`src/rtl/muldiv_sched_if.sv`:
```
// Bundle of execute-stage request/result signals and the multiplier/divider unit
// handshake for muldiv_sched. The div_zero_err pulse exists only when
// MULDIV_DIVZERO_FLAG_EN is defined.
interface muldiv_sched_if;
  // Execute-stage side
  logic        op_valid;
  logic [2:0]  op_code;
  logic [31:0] rs_val;
  logic [31:0] rt_val;
  logic        busy;
  logic [31:0] hi;
  logic [31:0] lo;
  logic        timeout_err;
`ifdef MULDIV_DIVZERO_FLAG_EN
  logic        div_zero_err;
`endif
  // Shared unsigned multiplier
  logic        mu_ena;
  logic [31:0] mu_a;
  logic [31:0] mu_b;
  logic [63:0] mu_z;
  logic        mu_done;
  // Shared unsigned divider
  logic        du_ena;
  logic [31:0] du_dividend;
  logic [31:0] du_divisor;
  logic [31:0] du_q;
  logic [31:0] du_r;
  logic        du_done;

  // Sequencer side
  modport slave (
    input  op_valid, op_code, rs_val, rt_val,
    output busy, hi, lo, timeout_err,
`ifdef MULDIV_DIVZERO_FLAG_EN
    output div_zero_err,
`endif
    output mu_ena, mu_a, mu_b,
    input  mu_z, mu_done,
    output du_ena, du_dividend, du_divisor,
    input  du_q, du_r, du_done
  );

  // Execute stage plus arithmetic units
  modport master (
    output op_valid, op_code, rs_val, rt_val,
    input  busy, hi, lo, timeout_err,
`ifdef MULDIV_DIVZERO_FLAG_EN
    input  div_zero_err,
`endif
    input  mu_ena, mu_a, mu_b,
    output mu_z, mu_done,
    input  du_ena, du_dividend, du_divisor,
    output du_q, du_r, du_done
  );
endinterface

```
`src/rtl/muldiv_sched.sv`:
```
// Multiply/divide sequencer and HI/LO owner. Signed ops are reduced to magnitudes
// for the shared unsigned multiplier/divider, and the sign is restored in FIXUP.
// A watchdog aborts a unit wait after WAIT_MAX cycles.
// Optional: define MULDIV_DIVZERO_FLAG_EN to get a div_zero_err pulse on DIV/DIVU
// with a zero divisor.
module muldiv_sched #(
  parameter int unsigned WAIT_MAX = 64,
  parameter int unsigned CNT_W    = 7   // 2**CNT_W must exceed WAIT_MAX
) (
  input  logic            clk,
  input  logic            reset,
  muldiv_sched_if.slave   bus
);

  typedef enum logic [1:0] {StIdle, StMulWait, StDivWait, StFixup} state_e;

  state_e             state_q, state_d;
  logic [CNT_W-1:0]   cnt_q, cnt_d, cnt_inc;
  logic [31:0]        hi_q, hi_d, lo_q, lo_d;
  logic [31:0]        mu_a_q, mu_a_d, mu_b_q, mu_b_d;
  logic [31:0]        dvd_q, dvd_d, dvs_q, dvs_d;
  logic               mu_ena_q, mu_ena_d, du_ena_q, du_ena_d;
  logic [63:0]        res_q, res_d, res_neg;
  logic               is_div_q, is_div_d;
  logic               neg_lo_q, neg_lo_d;  // product sign (MUL) or quotient sign (DIV)
  logic               neg_hi_q, neg_hi_d;  // remainder sign (DIV only)
  logic               timeout_q, timeout_d;
  logic               is_signed, sign_x;
  logic [31:0]        q_neg, r_neg;
`ifdef MULDIV_DIVZERO_FLAG_EN
  logic               dz_q, dz_d;
`endif

  // 0x80000000 maps to itself and is then treated as unsigned.
  function automatic logic [31:0] mag(input logic [31:0] v);
    return v[31] ? (~v + 32'd1) : v;
  endfunction

  // State and datapath registers; reset discards any in-flight result.
  always_ff @(posedge clk or posedge reset) begin
    if (reset) begin
      state_q   <= StIdle;
      cnt_q     <= '0;
      hi_q      <= '0;
      lo_q      <= '0;
      mu_a_q    <= '0;
      mu_b_q    <= '0;
      dvd_q     <= '0;
      dvs_q     <= '0;
      mu_ena_q  <= 1'b0;
      du_ena_q  <= 1'b0;
      res_q     <= '0;
      is_div_q  <= 1'b0;
      neg_lo_q  <= 1'b0;
      neg_hi_q  <= 1'b0;
      timeout_q <= 1'b0;
`ifdef MULDIV_DIVZERO_FLAG_EN
      dz_q      <= 1'b0;
`endif
    end else begin
      state_q   <= state_d;
      cnt_q     <= cnt_d;
      hi_q      <= hi_d;
      lo_q      <= lo_d;
      mu_a_q    <= mu_a_d;
      mu_b_q    <= mu_b_d;
      dvd_q     <= dvd_d;
      dvs_q     <= dvs_d;
      mu_ena_q  <= mu_ena_d;
      du_ena_q  <= du_ena_d;
      res_q     <= res_d;
      is_div_q  <= is_div_d;
      neg_lo_q  <= neg_lo_d;
      neg_hi_q  <= neg_hi_d;
      timeout_q <= timeout_d;
`ifdef MULDIV_DIVZERO_FLAG_EN
      dz_q      <= dz_d;
`endif
    end
  end

  // Next-state: request decode in IDLE, unit wait with watchdog, sign fix-up.
  always_comb begin
    state_d   = state_q;
    cnt_d     = cnt_q;
    hi_d      = hi_q;
    lo_d      = lo_q;
    mu_a_d    = mu_a_q;
    mu_b_d    = mu_b_q;
    dvd_d     = dvd_q;
    dvs_d     = dvs_q;
    mu_ena_d  = mu_ena_q;
    du_ena_d  = du_ena_q;
    res_d     = res_q;
    is_div_d  = is_div_q;
    neg_lo_d  = neg_lo_q;
    neg_hi_d  = neg_hi_q;
    timeout_d = 1'b0;
`ifdef MULDIV_DIVZERO_FLAG_EN
    dz_d      = 1'b0;
`endif
    cnt_inc   = cnt_q + CNT_W'(1);
    is_signed = ~bus.op_code[0];
    sign_x    = bus.rs_val[31] ^ bus.rt_val[31];
    res_neg   = ~res_q + 64'd1;
    q_neg     = ~res_q[31:0] + 32'd1;
    r_neg     = ~res_q[63:32] + 32'd1;

    case (state_q)
      StIdle: begin
        if (bus.op_valid) begin
          case (bus.op_code)
            3'b000, 3'b001: begin
              neg_lo_d = is_signed & sign_x;
              neg_hi_d = 1'b0;
              mu_a_d   = is_signed ? mag(bus.rs_val) : bus.rs_val;
              mu_b_d   = is_signed ? mag(bus.rt_val) : bus.rt_val;
              mu_ena_d = 1'b1;
              is_div_d = 1'b0;
              cnt_d    = '0;
              state_d  = StMulWait;
            end
            3'b010, 3'b011: begin
              if (bus.rt_val != 32'd0) begin
                neg_lo_d = is_signed & sign_x;
                neg_hi_d = is_signed & bus.rs_val[31];
                dvd_d    = is_signed ? mag(bus.rs_val) : bus.rs_val;
                dvs_d    = is_signed ? mag(bus.rt_val) : bus.rt_val;
                du_ena_d = 1'b1;
                is_div_d = 1'b1;
                cnt_d    = '0;
                state_d  = StDivWait;
              end else begin
`ifdef MULDIV_DIVZERO_FLAG_EN
                dz_d = 1'b1;
`endif
              end
            end
            3'b100:  hi_d = bus.rs_val;
            3'b101:  lo_d = bus.rs_val;
            default: ;  // reserved codes are a no-op
          endcase
        end
      end
      StMulWait: begin
        cnt_d = cnt_inc;
        if (bus.mu_done) begin
          res_d    = bus.mu_z;
          mu_ena_d = 1'b0;
          state_d  = StFixup;
        end else if (cnt_inc == CNT_W'(WAIT_MAX)) begin
          mu_ena_d  = 1'b0;
          timeout_d = 1'b1;
          state_d   = StIdle;
        end
      end
      StDivWait: begin
        cnt_d = cnt_inc;
        if (bus.du_done) begin
          res_d    = {bus.du_r, bus.du_q};
          du_ena_d = 1'b0;
          state_d  = StFixup;
        end else if (cnt_inc == CNT_W'(WAIT_MAX)) begin
          du_ena_d  = 1'b0;
          timeout_d = 1'b1;
          state_d   = StIdle;
        end
      end
      StFixup: begin
        if (is_div_q) begin
          lo_d = neg_lo_q ? q_neg : res_q[31:0];
          hi_d = neg_hi_q ? r_neg : res_q[63:32];
        end else begin
          {hi_d, lo_d} = neg_lo_q ? res_neg : res_q;
        end
        state_d = StIdle;
      end
      default: state_d = StIdle;
    endcase
  end

  assign bus.busy        = (state_q != StIdle);
  assign bus.hi          = hi_q;
  assign bus.lo          = lo_q;
  assign bus.timeout_err = timeout_q;
  assign bus.mu_ena      = mu_ena_q;
  assign bus.mu_a        = mu_a_q;
  assign bus.mu_b        = mu_b_q;
  assign bus.du_ena      = du_ena_q;
  assign bus.du_dividend = dvd_q;
  assign bus.du_divisor  = dvs_q;
`ifdef MULDIV_DIVZERO_FLAG_EN
  assign bus.div_zero_err = dz_q;
`endif

endmodule

```
`src/flat_wrapper.sv`:
```
// flat-port wrapper written by rule: the top's interface ports become plain ports
module muldiv_sched_flat 
#(
  parameter int unsigned WAIT_MAX = 64,
  parameter int unsigned CNT_W    = 7                                   
)
  (clk, reset, bus_op_valid, bus_op_code, bus_rs_val, bus_rt_val, bus_busy, bus_hi, bus_lo, bus_timeout_err, bus_mu_ena, bus_mu_a, bus_mu_b, bus_mu_z, bus_mu_done, bus_du_ena, bus_du_dividend, bus_du_divisor, bus_du_q, bus_du_r, bus_du_done);
  muldiv_sched_if bus_i ();
  input  logic clk;
  input  logic reset;
  input wire logic [$bits(bus_i.op_valid)-1:0] bus_op_valid;
  input wire logic [$bits(bus_i.op_code)-1:0] bus_op_code;
  input wire logic [$bits(bus_i.rs_val)-1:0] bus_rs_val;
  input wire logic [$bits(bus_i.rt_val)-1:0] bus_rt_val;
  output wire logic [$bits(bus_i.busy)-1:0] bus_busy;
  output wire logic [$bits(bus_i.hi)-1:0] bus_hi;
  output wire logic [$bits(bus_i.lo)-1:0] bus_lo;
  output wire logic [$bits(bus_i.timeout_err)-1:0] bus_timeout_err;
  output wire logic [$bits(bus_i.mu_ena)-1:0] bus_mu_ena;
  output wire logic [$bits(bus_i.mu_a)-1:0] bus_mu_a;
  output wire logic [$bits(bus_i.mu_b)-1:0] bus_mu_b;
  input wire logic [$bits(bus_i.mu_z)-1:0] bus_mu_z;
  input wire logic [$bits(bus_i.mu_done)-1:0] bus_mu_done;
  output wire logic [$bits(bus_i.du_ena)-1:0] bus_du_ena;
  output wire logic [$bits(bus_i.du_dividend)-1:0] bus_du_dividend;
  output wire logic [$bits(bus_i.du_divisor)-1:0] bus_du_divisor;
  input wire logic [$bits(bus_i.du_q)-1:0] bus_du_q;
  input wire logic [$bits(bus_i.du_r)-1:0] bus_du_r;
  input wire logic [$bits(bus_i.du_done)-1:0] bus_du_done;
  assign bus_i.op_valid = bus_op_valid;
  assign bus_i.op_code = bus_op_code;
  assign bus_i.rs_val = bus_rs_val;
  assign bus_i.rt_val = bus_rt_val;
  assign bus_busy = bus_i.busy;
  assign bus_hi = bus_i.hi;
  assign bus_lo = bus_i.lo;
  assign bus_timeout_err = bus_i.timeout_err;
  assign bus_mu_ena = bus_i.mu_ena;
  assign bus_mu_a = bus_i.mu_a;
  assign bus_mu_b = bus_i.mu_b;
  assign bus_i.mu_z = bus_mu_z;
  assign bus_i.mu_done = bus_mu_done;
  assign bus_du_ena = bus_i.du_ena;
  assign bus_du_dividend = bus_i.du_dividend;
  assign bus_du_divisor = bus_i.du_divisor;
  assign bus_i.du_q = bus_du_q;
  assign bus_i.du_r = bus_du_r;
  assign bus_i.du_done = bus_du_done;
  muldiv_sched #(.WAIT_MAX(WAIT_MAX), .CNT_W(CNT_W)) u_core (.clk(clk), .reset(reset), .bus(bus_i));
endmodule
```
`config.mk`:
```
export PLATFORM = sky130hd
export DESIGN_NAME = muldiv_sched_flat
export DESIGN_NICKNAME = d
export VERILOG_FILES = /design/src/rtl/muldiv_sched_if.sv /design/src/rtl/muldiv_sched.sv /design/src/flat_wrapper.sv
export SDC_FILE = /design/constraint.sdc
export NUM_CORES = 1
export LEC_CHECK = 0
export CAP_MARGIN = 10
export CORE_UTILIZATION = 49
export DETAILED_ROUTE_END_ITERATION = 8
export GPL_TIMING_DRIVEN = 0
export PLACE_DENSITY_LB_ADDON = 0.12
export SYNTH_ARGS = -nofsm -noshare
export SYNTH_HDL_FRONTEND = slang
export SYNTH_SLANG_ARGS = --single-unit
```
`constraint.sdc`:
```
create_clock -name clk -period 11.1 [get_ports clk]
set_clock_uncertainty 0.2 [all_clocks]
set_input_delay 2.22 -clock clk [delete_from_list [all_inputs] [get_ports clk]]
set_output_delay 2.22 -clock clk [all_outputs]
set_load 0.1 [all_outputs]
```
==> metrics.cfg <==
[outcome]
status=complete, no violations

[placement]
placed_cells=2399
place_congestion=0.947
portBuffers=394
dp_hpwl_um=40900

[final_layout]
multi_input_area_mm2=0.00710
fin_util_pct=69.1
nNetsFinal=2256
fillers=2356
drive_above_1_share_pct=3.53
final_cell_mix=394 x clkdlybuf4s50_1, 271 x dfrtp_1, 210 x nand2_1, 184 x o21ai_0, 155 x nor2_1
layout.cells.non_filler=2452
area.growth.synth_to_final_pct=38.1
layout_commonest_cell=clkdlybuf4s50_1
ff_latch_area_mm2=0.00678

[synthesis]
yosysTopAreaCell=dfrtp_1
synth_compound_area_share_pct=18.4
synth-xor-area-share_pct=6.25
async_reset_ff_share_pct=100
netlist_top_cells_area=dfrtp_1 47%, o21ai_0 6.4%, mux2i_1 5.6%, nand2_1 5.5%, a21oi_1 4.4%
ys_ff_latch=271
synth_nets=1829
syn_area_mm2=0.0144
avgSynthCellArea_um2=8.92
synth_cell_type_count=67
yosysWarnings=0
yosys-mux-area-fraction_pct=5.62
ys.flop_type=dfrtp_1
synth_edf_count=0
synth_fa_ha_area_share_pct=0.867
synth_top_area_share_pct=47.0
synth-simple-area-share_pct=18.0
syn_inst=1619
synth.yosys.seq_area_share_pct=47.0
synth_top_family_by_area=compound AO/OA/AOI/OAI gates

[sta]
fin_crit_ns=5.19
max_freq_mhz=193
worst_slew_pin_slew_ns=1.12
finalHoldViolations=0
setup_violations=0
rsz0062_at_grt=no
relSlewSlack_pct=25.3
period_share_pct=46.8
holdWs_ns=0.277
maxSlewViolCount=0

[drt]
dr_total_vias=14450
ant_nets=0
wirelength_um=52600
firstDrtPassIters=6
wl_per_cell_um=21.4
drc=0
via_per_inst=5.89
drt_iter0_drc=1320

[floorplanning]
start_util_pct=50.0
die_w_um=174
ios=396
dieArea_mm2=0.0301
core_region_area_mm2=0.0289
die_h_um=174
row_count=62

[clocking]
cts.sinks=271
cts_tree=yes
cts_root_buf=clkbuf_16
cts_hold_buf=0
postCtsSetupRepairBufs=0
clockBufferDepth=3
cts_buffers=29
post_cts_resized=0
htreeDepth=1
clock_latency_ns=0.56
clk_pin_slew_worst_paths_ns=0.06

[critical_path]
cp.arrival_ns=2.77
worst_ep_required_time_ns=8.68
worst_path_dominant_cell_family=buffers and inverters
critPathSlowestCell=clkdlybuf4s50_1
r2r_start=u_core.res_q[33]
cpPeakStageDelay_ns=1.15
reg2reg_to=u_core.bus.hi[22]
reg2reg_depth=8
ff2ff_setup_slack_ns=7.63
cp_common_cell=inv_1
worst-path-max-fanout=10
crit_chain=inv_1 -> ha_1 -> clkbuf_1 -> inv_1 -> clkdlybuf4s50_1
crit_buf_inv=4
cp-end-kind=output pin
crit_type=reg2out
critPathLaunchType=flip-flop

[worst_hold_path]
hold_depth=2
min_path_type=reg2reg
hold_path_end=u_core.bus.du_divisor[4]
hp-start=u_core.bus.du_divisor[4]

[global_route]
antenna_found_initial=1
grt_max_degree=135
grt_pass1_vias=14178
grt_overflow_total=0
grt_pass1_wl_um=81100
grt_util_all_layers_pct=34.8

[run]
maxCapViolCount=0

final cells by class:
class | count | share of cell area (%)
Clock buffer | 44 | 4.38
Multi-Input combinational cell | 1211 | 35.6
Antenna cell | 1 | 0.0126
Buffer | 105 | 2.19
Tap cell | 384 | 2.41
Clock inverter | 8 | 0.628
Inverter | 32 | 0.640
Timing Repair Buffer | 396 | 20.1
Sequential cell | 271 | 34.0
cell families after synthesis:
group | Yosys count
and+or+nand+nor | 564
AOI/OAI and AO/OA | 453
DFF | 271
buffers and inverters | 137
xor gates and xnor gates | 103
muxes | 81
adders and majority gates | 10
worst register-to-register path: stages, from the launching register on:
cell and delay (ns):
dfrtp_1 0.46, inv_1 0.11, ha_1 0.21, or4b_2 0.70, nor4_1 0.71, and2_1 0.33, o21ai_0 0.12, nor3_1 0.33
o211ai_1 0.15
cells in the mapped netlist, types with 5 or more instances:
master / count
buf_1: 6
o21ai_1: 12
o221ai_1: 10
and3_1: 11
mux2i_1: 81
a21o_1: 9
o21ai_0: 184
clkbuf_1: 88
a211oi_1: 13
ha_1: 10
a32o_1: 5
nand2_1: 210
o211ai_1: 7
a21oi_1: 126
or3_1: 21
nand4_1: 10
o41ai_1: 10
buf_4: 9
a31oi_1: 12
xor2_1: 42
nand2b_1: 10
nor2_1: 155
o31ai_1: 18
nand3_1: 35
inv_1: 32
a221oi_1: 11
nor2b_1: 9
o22ai_1: 7
dfrtp_1: 271
nor3_1: 42
nor4_1: 29
xnor2_1: 61
worst max path at each step:
stage	start	endpoint	slack [ns]	cells after the start
3_5_place_dp	bus_rt_val[10]	u_core.neg_lo_q	5.47	10
4_1_cts	u_core.state_q[1]	bus_busy	5.90	5
6_report	u_core.state_q[1]	bus_busy	5.91	5
5_1_grt	u_core.state_q[1]	bus_busy	5.81	5
3_3_place_gp	reset	u_core.res_q[4]	-1.90	2
2_1_floorplan	reset	u_core.bus.du_dividend[0]	1.21	1
flip-flops by register name (all words and copies together), names as in the netlist, 2 cells and up:
register                count
u_core.state_q              2
u_core.bus.du_divisor      32
u_core.bus.mu_a            32
u_core.bus.mu_b            32
u_core.bus.du_dividend     32
u_core.res_q               64
u_core.bus.hi              32
u_core.cnt_q                7
u_core.bus.lo              32
metrics by stage:
stage | setup slack [ns] | TNS, ns | instance area (um^2)
after floorplan | 1.21 | 0 | 14400
after global placement | -1.90 | -507.51 | 18900
after detailed placement | 5.47 | 0 | 18900
after CTS | 5.90 | 0 | 19900
after global routing | 5.81 | 0 | 19900
final | 5.91 | 0 | 19900
routing by layer:
layer	wire length [um]	track usage [%]	vias up
met3	4620	6.82	159
met4	2730	16.6	0
li1	-	-	6620
met2	24800	57.4	799
met1	20400	44.1	6872
met5	0	0	-
Power is not shown: default switching activity piles up to over one toggle a cycle in this logic, so the estimate is an artifact.
